<file path="src/rtl/dividend_reconstructor.sv">
// -----------------------------------------------------------------------------
// dividend_reconstructor
//
// Purpose:
//   Rebuilds a dividend from its division results:
//     Dividend = Quo * Divisor + Rem
//   The product is formed with a 5-step shift-add multiplier. The accumulator
//   is seeded with Rem, so the sum is built in the same loop.
//   Timeline:
//     - Start is sampled in IDLE (E0).
//     - Operands are captured in LOAD (E1).
//     - MUL steps run on E2..E6.
//     - The result is registered at E6.
//     - FINISH is high for the single DONE cycle.
//
// Ports:
//   CLK        in   1  clock, rising edge
//   RST        in   1  synchronous reset, active-low
//   Start      in   1  begin an operation (honoured in IDLE and DONE only)
//   Quo        in   5  unsigned quotient
//   Divisor    in   5  unsigned divisor
//   Rem        in   5  unsigned remainder
//   Dividend   out 10  registered Quo*Divisor+Rem of the last operation
//   FINISH     out  1  high for the one cycle spent in DONE
//   DIVBYZERO  out  1  last operation had Divisor == 0
//   INVALID    out  1  last operation had Divisor != 0 and Rem >= Divisor
// -----------------------------------------------------------------------------
module dividend_reconstructor (
  input  logic       CLK,
  input  logic       RST,
  input  logic       Start,
  input  logic [4:0] Quo,
  input  logic [4:0] Divisor,
  input  logic [4:0] Rem,
  output logic [9:0] Dividend,
  output logic       FINISH,
  output logic       DIVBYZERO,
  output logic       INVALID
);

  typedef enum logic [1:0] {
    IDLE = 2'd0,
    LOAD = 2'd1,
    MUL  = 2'd2,
    DONE = 2'd3
  } state_t;

  localparam logic [2:0] LAST_STEP = 3'd4;

  state_t     state_q,    state_d;
  logic [9:0] mcand_q,    mcand_d;
  logic [4:0] mplier_q,   mplier_d;
  logic [9:0] acc_q,      acc_d;
  logic [2:0] cnt_q,      cnt_d;
  logic       dbz_q,      dbz_d;
  logic       inv_q,      inv_d;
  logic [9:0] dividend_q, dividend_d;
  logic       dbz_out_q,  dbz_out_d;
  logic       inv_out_q,  inv_out_d;

  logic [9:0] acc_step;

  // One shift-add partial product.
  // The maximum result is 992, so the sum never exceeds 10 bits.
  function automatic logic [9:0] shift_add_step(input logic [9:0] acc,
                                                input logic [9:0] mcand,
                                                input logic       take);
    shift_add_step = take ? (acc + mcand) : acc;
  endfunction

  assign acc_step = shift_add_step(acc_q, mcand_q, mplier_q[0]);

  always_comb begin
    state_d    = state_q;
    mcand_d    = mcand_q;
    mplier_d   = mplier_q;
    acc_d      = acc_q;
    cnt_d      = cnt_q;
    dbz_d      = dbz_q;
    inv_d      = inv_q;
    dividend_d = dividend_q;
    dbz_out_d  = dbz_out_q;
    inv_out_d  = inv_out_q;

    case (state_q)
      IDLE: begin
        if (Start) state_d = LOAD;
      end
      LOAD: begin
        mplier_d = Quo;
        mcand_d  = {5'b0, Divisor};
        acc_d    = {5'b0, Rem};
        cnt_d    = 3'd0;
        dbz_d    = (Divisor == 5'd0);
        inv_d    = (Divisor != 5'd0) && (Rem >= Divisor);
        state_d  = MUL;
      end
      MUL: begin
        acc_d    = acc_step;
        mcand_d  = mcand_q << 1;
        mplier_d = mplier_q >> 1;
        cnt_d    = cnt_q + 3'd1;
        if (cnt_q == LAST_STEP) begin
          // The last step's add must reach the output on this edge,
          // so take the combinational sum rather than acc_q.
          dividend_d = acc_step;
          dbz_out_d  = dbz_q;
          inv_out_d  = inv_q;
          state_d    = DONE;
        end
      end
      DONE: begin
        state_d = Start ? LOAD : IDLE;
      end
      default: state_d = IDLE;
    endcase
  end

  always_ff @(posedge CLK) begin
    if (!RST) begin
      state_q    <= IDLE;
      mcand_q    <= '0;
      mplier_q   <= '0;
      acc_q      <= '0;
      cnt_q      <= '0;
      dbz_q      <= 1'b0;
      inv_q      <= 1'b0;
      dividend_q <= '0;
      dbz_out_q  <= 1'b0;
      inv_out_q  <= 1'b0;
    end else begin
      state_q    <= state_d;
      mcand_q    <= mcand_d;
      mplier_q   <= mplier_d;
      acc_q      <= acc_d;
      cnt_q      <= cnt_d;
      dbz_q      <= dbz_d;
      inv_q      <= inv_d;
      dividend_q <= dividend_d;
      dbz_out_q  <= dbz_out_d;
      inv_out_q  <= inv_out_d;
    end
  end

  assign Dividend  = dividend_q;
  assign FINISH    = (state_q == DONE);
  assign DIVBYZERO = dbz_out_q;
  assign INVALID   = inv_out_q;

endmodule

</file>
<file path="config.mk">
export PLATFORM = sky130hd
export DESIGN_NAME = dividend_reconstructor
export DESIGN_NICKNAME = d
export VERILOG_FILES = /design/src/rtl/dividend_reconstructor.sv
export SDC_FILE = /design/constraint.sdc
export NUM_CORES = 1
export LEC_CHECK = 0
export CORE_ASPECT_RATIO = 0.6
export CORE_MARGIN = 1.5
export CORE_UTILIZATION = 60
export CTS_CLUSTER_SIZE = 14
export DETAILED_ROUTE_END_ITERATION = 8
export MAX_ROUTING_LAYER = met4
export PLACE_DENSITY = 0.82
export SETUP_SLACK_MARGIN = 0.4
export SLEW_MARGIN = 20
export SYNTH_ARGS = -nofsm -noshare
export SYNTH_HDL_FRONTEND = slang
export SYNTH_SLANG_ARGS = --single-unit
</file>
<file path="constraint.sdc">
create_clock -name CLK -period 5.05 [get_ports CLK]
set_clock_uncertainty 0.15 [all_clocks]
set_input_delay 0.7575 -clock CLK [delete_from_list [all_inputs] [get_ports CLK]]
set_output_delay 0.7575 -clock CLK [all_outputs]
set_load 0.005 [all_outputs]
</file>
==> flow_summary.toml, run 1 <==
[worst_setup_path]
path_cells = "clkdlybuf4s50_1 -> clkinv_1 -> buf_4 -> a221oi_1"
timing.critical_path.fanout_max = 19
last_element_of_the_critical_path = "state_q[0]"
ff2ff_setup_slack_ps = 2330
setup.worst_path.end_class = "register"
arrival_ps = 2870
critPathSlowestCell = "sky130_fd_sc_hd__clkdlybuf4s50_1"
reg2reg_from = "state_q[0]"
worst_setup_path_start_kind = "input pin"
regToRegEndpoint = "Dividend[8]"
slowest_delay_ps = 890
critPathLaunch = "RST"
cp_data_required_time_ps = 5100
setup.worst_path.class = "input pin to register"
rr_worst_depth = 8

[cts]
cts.sink_count = 44
cts_max_level = 2
hold_buffers = 0
clockRootBuffer = "sky130_fd_sc_hd__clkbuf_8"
ctsLongestPathBuffers = 2
clkSlewWorstSetupHoldPaths_ps = 80
cts_repair_resize_count = 0
postCtsSetupRepairBufs = 0
tritoncts = "yes"
clkLatencyLatePin_ps = 300
tritoncts.num_buffers = 5

[global_route]
first_global_vias = 1995
grt_residual_overflow = 0
antenna_found_initial = 0
grt_start_max_net_pins = 34
grt_util_all_layers_pct = 30.0
first_pass_grt_wire_length_mm = 10.1

[detailed_routing]
detailedRoute.firstPassIterationCount = 5
route.antenna.remaining_nets = 0
route.vias.total = 2314
drc_violation_total_after_the_first_tritonroute_iteration = 139
routedWlPerCell_um = 16.9
routed_via_density = 6.17
drc_errors = 0
routed_wirelength_mm = 6.32

[layout]
syn_to_final_growth_pct = 15.8
layout-drive-gt1-share_pct = 4.57
nFillCells = 279
nNetsFinal = 367
antenna_cells_inserted = 0
final_instance_area_um2 = 2910
layout_commonest_cell = "sky130_fd_sc_hd__dfxtp_1"
final_cell_mix = "sky130_fd_sc_hd__dfxtp_1 (44), sky130_fd_sc_hd__a21oi_1 (31), sky130_fd_sc_hd__clkdlybuf4s50_1 (30), sky130_fd_sc_hd__o21ai_0 (28), sky130_fd_sc_hd__nor2_1 (26)"

[synthesis]
synth.distinct_cells = 46
synth_xor_area_share_pct = 1.40
synth-warning-count = 0
synth-seq-area-share_pct = 35.1
postSynth.asyncResetShare_pct = 0
fraction_of_the_mapped_netlist_area_in_adder_cells_pct = 11.3
synthSimpleGateAreaFrac_pct = 17.3
yosys-mux-area-fraction_pct = 5.23
synth-edff-count = 0
syn_inst = 305
dominant_combinational_cell_family_by_area_after_synthesis = "compound AO/OA/AOI/OAI gates"
syn-cell-area_um2 = 2510
dominantRegCellSynth = "sky130_fd_sc_hd__dfxtp_1"
post_synth.cell_area_avg_um2 = 8.23
synth_seq_cells = 44
synth-compound-area-share_pct = 24.5
synth.net_count = 345

[timing]
fin_tns_setup_ps = 0
timing.slew.headroom_pct = 28.7
worst_hold_slack_ps = 312
fmaxAchievable_ghz = 0.355
grt_setup_unrepaired = "no"
slew_at_the_pin_with_the_worst_max_slew_slack_ps = 1070
final-max-slew-violation-count = 0
final-hold-violation-count = 0
post-route-period-util_pct = 55.8
final_period_minus_worst_setup_slack_ps = 2820
finalSetupViolCount = 0

[place]
place_congestion = 0.978
placed_cell_area_um2 = 2820
port_buffers = 30
place_hpwl_mm = 4.54

[min_path]
min-delay-path-class = "register to register"

[floorplanning]
io_pins = 31
number_of_placement_rows = 17
die_h_um = 53.1
core_area_um2 = 3830
floorplan.die.width_um = 86.5
die-area_um2 = 4600
initial_utilization_pct = 65.6

[power_and_ir_drop]
p_leak_uw = 0.00113
vdd_ir_drop_max_v = 0.000446
p_per_area_nw_per_um2 = 448
total_power_uw = 1300

[job]
timing.max_cap.violations = 0

[status]
run_status = "finished, final reports clean"
[cell type report]
type                       count  area [µm²]  area share (%)
sequential                    44         881            30.3
multi-input combinational    228        1500            51.5
tap                           47        58.8            2.02
clock buffer                   8        90.1            3.10
inverter                      15        56.3            1.94
timing repair buffer          33         323            11.1
[worst max-delay path, delay by kind of cell]
kind	cells	cell delay [ps]
buf+inv	3	1880
compound gates	1	210
[kinds of logic after synthesis]
kind of cell,after synthesis
AO/OA/AOI/OAI,100
XOR/XNOR,4
adder cells (fa/ha/maj),22
buffers and inverters,33
flip-flops,44
multiplexers,13
AND/OR/NAND/NOR,89
[per-layer routing]
metal	global-route usage (%)	up-vias	part of all wire, %
met5	-	-	0
met4	7.80	0	0.59
met3	7.49	5	9.3
met2	41.1	97	39
met1	43.4	1063	51
li1	-	1149	-
[where the power goes]
group	leakage (µW)	internal, µW	switching [µW]	total, µW
logic	0.000726	229	371	600
clock network	0.0000455	112	119	231
registers	0.000358	408	63.7	472
total	0.00113	749	554	1300
[state kept, by name, indices dropped and copies added (netlist names)]
| register | count |
|---|---|
| mcand_q | 10 |
| acc_q | 10 |
| DIVBYZERO | 1 |
| dbz_q | 1 |
| inv_q | 1 |
| cnt_q | 3 |
| INVALID | 1 |
| Dividend | 10 |
| mplier_q | 5 |
| state_q | 2 |
[cells in the mapped netlist (2+ instances only)]
cell type	instances	share of area, %
sky130_fd_sc_hd__nand3_1	15	3.0
sky130_fd_sc_hd__o22ai_1	3	0.75
sky130_fd_sc_hd__a21o_1	3	0.90
sky130_fd_sc_hd__nand2b_1	10	2.5
sky130_fd_sc_hd__nor2_1	26	3.9
sky130_fd_sc_hd__clkbuf_1	16	2.4
sky130_fd_sc_hd__o31ai_1	2	0.60
sky130_fd_sc_hd__ha_1	21	10
sky130_fd_sc_hd__a211oi_1	10	3.0
sky130_fd_sc_hd__nor3_1	6	1.2
sky130_fd_sc_hd__a31oi_1	2	0.50
sky130_fd_sc_hd__nor3b_1	2	0.60
sky130_fd_sc_hd__or2_2	2	0.50
sky130_fd_sc_hd__nand2_1	16	2.4
sky130_fd_sc_hd__xor2_1	3	1.0
sky130_fd_sc_hd__nor2b_1	4	1.0
sky130_fd_sc_hd__o21a_1	4	1.2
sky130_fd_sc_hd__o211ai_1	5	1.5
sky130_fd_sc_hd__and3_1	3	0.75
sky130_fd_sc_hd__a21oi_1	31	6.2
sky130_fd_sc_hd__inv_1	14	2.1
sky130_fd_sc_hd__dfxtp_1	44	35
sky130_fd_sc_hd__nand4b_1	2	0.70
sky130_fd_sc_hd__mux2i_1	12	4.8
sky130_fd_sc_hd__o21ai_0	28	5.6
[how the worst min path moves through the flow]
stage | slack, ps | start | depth (start not counted) | endpoint
2_1_floorplan | 280 | inv_q | 2 | INVALID
3_3_place_gp | 300 | inv_q | 2 | INVALID
3_5_place_dp | 300 | inv_q | 2 | INVALID
4_1_cts | 310 | inv_q | 2 | INVALID
5_1_grt | 330 | inv_q | 2 | INVALID
6_report | 310 | inv_q | 2 | INVALID
[stage by stage]
step                      utilization, %  std cells  worst slack [ps]
after detailed placement            73.6        367              2010
after CTS                           75.9        375              2310
final                               75.9        375              2230
after global routing                75.9        375              2010
after floorplan                        -        305              2790
after global placement              73.6        367              2090
Power figures use the tool's default switching activity.
==> run 2, diff against run 1 <==
CORE_UTILIZATION = 50   (was 60)
PLACE_DENSITY = 0.73   (was 0.82)
clock period = 2.4 ns   (was 5.05 ns; I/O delays follow)
==> run 2 against run 1 <==
Compared with the run above:
- sequential power up 110%
- first-iteration DRC count up 22%
- clock power rose by 110%
- register-to-register slack worse by 2000 ps
- clock-buffer cell count is 2 lower
- largest power group unchanged
==> flow_summary.toml, run 2 (synthesis gave the netlist of run 1 again) <==
[floorplanning]
number_of_placement_rows = 19
initial_utilization_pct = 53.3
floorplan.die.width_um = 94.5
core_area_um2 = 4710
die_h_um = 57.9
die-area_um2 = 5470
io_pins = 31

[worst_setup_path]
reg2reg_from = "acc_q[1]"
setup.worst_path.end_class = "register"
arrival_ps = 2120
ff2ff_setup_slack_ps = 320
setup.worst_path.class = "register to register"
timing.critical_path.fanout_max = 3
last_element_of_the_critical_path = "Dividend[9]"
worst_setup_path_start_kind = "register"
cp_data_required_time_ps = 2440
critPathLaunch = "acc_q[1]"
regToRegEndpoint = "Dividend[9]"
rr_worst_depth = 6

[cts]
tritoncts.num_buffers = 5
clockRootBuffer = "sky130_fd_sc_hd__clkbuf_8"
tritoncts = "yes"
clkSlewWorstSetupHoldPaths_ps = 90
clkLatencyLatePin_ps = 300
cts_max_level = 2
hold_buffers = 0
ctsLongestPathBuffers = 2
cts.sink_count = 44

[timing]
post-route-period-util_pct = 86.5
finalSetupViolCount = 0
grt_setup_unrepaired = "yes"
timing.slew.headroom_pct = 76.0
final-hold-violation-count = 0
fmaxAchievable_ghz = 0.482
final_period_minus_worst_setup_slack_ps = 2080
final-max-slew-violation-count = 0
slew_at_the_pin_with_the_worst_max_slew_slack_ps = 359
fin_tns_setup_ps = 0

[power_and_ir_drop]
p_per_area_nw_per_um2 = 951
p_leak_uw = 0.00122
vdd_ir_drop_max_v = 0.000832

[layout]
layout-drive-gt1-share_pct = 18.0
nNetsFinal = 383
area.sequential_um2 = 896
final_cell_mix = "sky130_fd_sc_hd__dfxtp_1 (36), sky130_fd_sc_hd__clkdlybuf4s50_1 (30), sky130_fd_sc_hd__a21oi_1 (28), sky130_fd_sc_hd__nor2_1 (26), sky130_fd_sc_hd__o21ai_0 (25)"
layout_commonest_cell = "sky130_fd_sc_hd__dfxtp_1"
syn_to_final_growth_pct = 28.8
nFillCells = 387
post_layout_nonfiller_instances = 407
multi_input_comb_area_um2 = 1640
antenna_cells_inserted = 0

[global_route]
antenna_found_initial = 0
first_global_vias = 2234
first_pass_grt_wire_length_mm = 10.9
grt_residual_overflow = 0
grt_util_all_layers_pct = 26.9
grt_start_max_net_pins = 36

[place]
place_congestion = 0.845
place_hpwl_mm = 4.56
port_buffers = 30
post-place-cells = 391

[min_path]
min-delay-path-class = "register to register"
min-delay-start = "INVALID"

[detailed_routing]
routedWlPerCell_um = 16.1
drc_errors = 0
routed_via_density = 5.76
drc_violation_total_after_the_first_tritonroute_iteration = 169
routed_wirelength_mm = 6.54
route.vias.total = 2343
detailedRoute.firstPassIterationCount = 4
route.antenna.remaining_nets = 0

[job]
timing.max_cap.violations = 0

[status]
run_status = "finished, final reports clean"
run 2: cell types whose count changed in the layout (fill, tap and decap cells not counted), sizes merged:
cell,delta
clkbuf,-2
buf,+16
clkinv,+2
run 2: report_power, final:
part	internal (µW)	total (µW)	switching, µW
logic	708	1580	873
clock network	230	494	264
registers	867	999	132
total	1810	3070	1270
run 2: layout make-up:
class	instances	area share, %
Multi-Input combinational cell	228	50.7
Sequential cell	44	27.7
Timing Repair Buffer	49	14.6
Clock buffer	6	2.55
Tap cell	63	2.44
Inverter	15	1.74
Clock inverter	2	0.309
run 2: how the worst min path moves through the flow:
stage	endpoint	slack (ps)	cells after the start
2_1_floorplan	INVALID	280	2
3_3_place_gp	acc_q[5]	310	2
3_5_place_dp	INVALID	300	2
4_1_cts	INVALID	320	2
5_1_grt	DIVBYZERO	350	2
6_report	INVALID	320	2
run 2: layer usage:
metal  up-vias  track usage [%]  share of wire (%)
li1       1170                -                  -
met1      1096             38.8                 51
met2        70             39.3                 41
met3         7             5.25                6.9
met4         0             5.12               0.70
met5         -                -                  0
run 2: metrics by stage:
stage / util [%] / instance area (µm²) / hold slack, ps / setup WS [ps] / total power (µW)
2_1_floorplan: - / 2530 / 277 / 217 / 1920
3_3_place_gp: 62.5 / 2940 / 308 / 156 / 2340
3_5_place_dp: 62.5 / 2940 / 301 / 121 / 2370
4_1_cts: 66.4 / 3130 / 318 / 307 / 2930
5_1_grt: 68.7 / 3230 / 351 / 287 / 3290
6_report: 68.7 / 3230 / 319 / 324 / 3070
run 2: repair_timing:
action                                  in CTS  in global routing
endpoints found under the hold margin        0                  0
pin swaps                                    6                 12
endpoints found under the setup margin      10                 10
gates resized for setup                     18                 16
setup buffers                                5                  3
run 2: worst max-delay path, stage by stage (launching register included):
cell and delay (ps):
sky130_fd_sc_hd__dfxtp_4 370, sky130_fd_sc_hd__ha_4 260, sky130_fd_sc_hd__a211oi_4 280, sky130_fd_sc_hd__o21ai_2 110, sky130_fd_sc_hd__a32o_2 260, sky130_fd_sc_hd__or3_1 350
sky130_fd_sc_hd__a41o_1 180
==> run 3, diff against run 2 <==
PLACE_DENSITY = default   (was 0.73)
PLACE_DENSITY_LB_ADDON = 0.25   (was default)
SLEW_MARGIN = 40   (was 20)
==> run 3 against run 2 <==
Compared with the run above:
- via count rose by 3.2%
- register-to-register slack got worse by 20 ps
- worst hold slack improved by 7.7 ps
- cell area fell by 0.19%
- critical path depth rose by 1
- flip-flop and latch count did not move
- first-iteration DRC count rose by 26%
- combinational power barely moved
- routed wire length rose by 2.6%
- core utilization fell by 0.13 points
==> flow_summary.toml, run 3 (synthesis gave the netlist of run 1 again) <==
[status]
run_status = "finished, final reports clean"

[global_route]
grt_util_all_layers_pct = 26.3
first_global_vias = 2202
grt_residual_overflow = 0
top_usage_layer = "met1"
groute.layer.met3.usage_pct = 4.72
gr-usage-met1_pct = 39.5
antenna_found_initial = 0
first_pass_grt_wire_length_mm = 10.8
global_route_track_usage_on_met2_pct = 36.4
grt_start_max_net_pins = 28

[cts]
hold_buffers = 0
clkSlewWorstSetupHoldPaths_ps = 100
clockRootBuffer = "sky130_fd_sc_hd__clkbuf_8"
clkLatencyLatePin_ps = 300
tritoncts.num_buffers = 5
tritoncts = "yes"
cts_max_level = 2
cts.sink_count = 44
ctsLongestPathBuffers = 2

[timing]
final-max-slew-violation-count = 0
finalSetupViolCount = 0
fmaxAchievable_ghz = 0.477
fin_tns_setup_ps = 0
final-hold-violation-count = 0
layout_setup_ws_ps = 305
post-route-period-util_pct = 87.3
timing.slew.headroom_pct = 69.6
slew_at_the_pin_with_the_worst_max_slew_slack_ps = 453
final_period_minus_worst_setup_slack_ps = 2090
grt_setup_unrepaired = "yes"

[place]
placed_cell_area_um2 = 2920
post-place-cells = 391
place_congestion = 0.954
place_hpwl_mm = 4.58
post-place-ws_ps = 115
port_buffers = 30

[layout]
syn_to_final_growth_pct = 28.6
layout-drive-gt1-share_pct = 18.1
final_cell_mix = "sky130_fd_sc_hd__dfxtp_1 (34), sky130_fd_sc_hd__clkdlybuf4s50_1 (30), sky130_fd_sc_hd__a21oi_1 (29), sky130_fd_sc_hd__nor2_1 (26), sky130_fd_sc_hd__o21ai_0 (20)"
final_instance_area_um2 = 3230
layout_commonest_cell = "sky130_fd_sc_hd__dfxtp_1"
post_layout_nonfiller_instances = 406
nNetsFinal = 382
antenna_cells_inserted = 0

[worst_setup_path]
timing.critical_path.fanout_max = 6
rr_worst_depth = 7
critPathLaunch = "mcand_q[7]"
setup.worst_path.class = "register to register"
arrival_ps = 2150
slowest_delay_ps = 370
worst_setup_path_start_kind = "register"
regToRegEndpoint = "Dividend[9]"
last_element_of_the_critical_path = "Dividend[9]"
path_cells = "ha_4 -> buf_4 -> o21a_1 -> o21ai_0 -> a32o_2 -> or3_1 -> a41o_1"
setup.worst_path.end_class = "register"
critPathSlowestCell = "sky130_fd_sc_hd__dfxtp_4"
cp_data_required_time_ps = 2460
reg2reg_from = "mcand_q[7]"
ff2ff_setup_slack_ps = 310

[floorplanning]
die-area_um2 = 5470
die_h_um = 57.9
initial_utilization_pct = 53.3
core_area_um2 = 4710
floorplan.die.width_um = 94.5
number_of_placement_rows = 19
io_pins = 31

[power_and_ir_drop]
switching_power_uw = 1290
switching_share_of_power_pct = 42.7
internal_power_uw = 1740
power_frac_clock_pct = 16.0
p_leak_uw = 0.00120
vdd_ir_drop_max_v = 0.000678
power_frac_comb_pct = 51.1
part_of_the_total_power_dissipated_in_sequential_elements_pct = 33.0
p_per_area_nw_per_um2 = 939

[detailed_routing]
route.vias.total = 2418
detailedRoute.firstPassIterationCount = 6
drc_errors = 0
routed_via_density = 5.96
routedWlPerCell_um = 16.5
routed_wirelength_mm = 6.71
route.antenna.remaining_nets = 0
drc_violation_total_after_the_first_tritonroute_iteration = 213

[min_path]
min-delay-path-class = "register to register"

[job]
timing.max_cap.violations = 0
==> run 3: changes by cell type in the layout (fill, tap and decap cells not counted), sizes merged <==
cell,previous run,this run
clkbuf,6,5
clkinvlp,0,2
buf,19,18
clkinv,3,2
==> run 3: cell type report <==
class	instances	area (µm²)
Multi-Input combinational cell	228	1660
Clock buffer	5	68.8
Clock inverter	3	23.8
Sequential cell	44	901
Inverter	15	56.3
Tap cell	63	78.8
Fill cell	392	1480
Timing Repair Buffer	48	439
==> run 3: per-layer routing <==
metal | share of wire, % | vias to the layer above
li1 | - | 1172
met1 | 50 | 1135
met2 | 42 | 98
met3 | 6.8 | 13
met4 | 0.95 | 0
met5 | 0 | -
==> run 3: power groups by stage <==
stage / registers, µW / clock network [µW] / logic [µW]
after CTS: 960 / 491 / 1360
after global routing: 1020 / 533 / 1690
after detailed placement: 975 / 0 / 1320
final: 999 / 484 / 1550
after global placement: 969 / 0 / 1270
after floorplan: 940 / 0 / 982
==> run 3: stage by stage <==
step                hold slack [ps]  util, %  power [µW]
finish                          327     68.6        3030
global route                    351     68.6        3230
CTS                             334     65.4        2810
detailed placement              313     62.0        2290
global placement                298     62.0        2240
floorplan                       277        -        1920
==> run 3: critical path, delay by kind of cell (launching register included) <==
family,cells,cell delay [ps]
adder cells (fa/ha/maj),1,260
buffers and inverters,1,130
AND/OR/NAND/NOR,1,350
flip-flops,1,370
AO/OA/AOI/OAI,4,740
==> run 3: repair_timing <==
item,in CTS,in global routing
endpoints found under the setup margin,12,14
pin swaps,7,6
setup buffers,5,2
resized for setup,16,28
==> run 3: worst min-delay path by stage <==
stage | startpoint | end | slack, ps | depth (start not counted)
2_1_floorplan | inv_q | INVALID | 280 | 2
3_3_place_gp | INVALID | INVALID | 300 | 2
3_5_place_dp | INVALID | INVALID | 310 | 2
4_1_cts | INVALID | INVALID | 330 | 2
5_1_grt | mcand_q[6] | mcand_q[6] | 350 | 2
6_report | INVALID | INVALID | 330 | 2
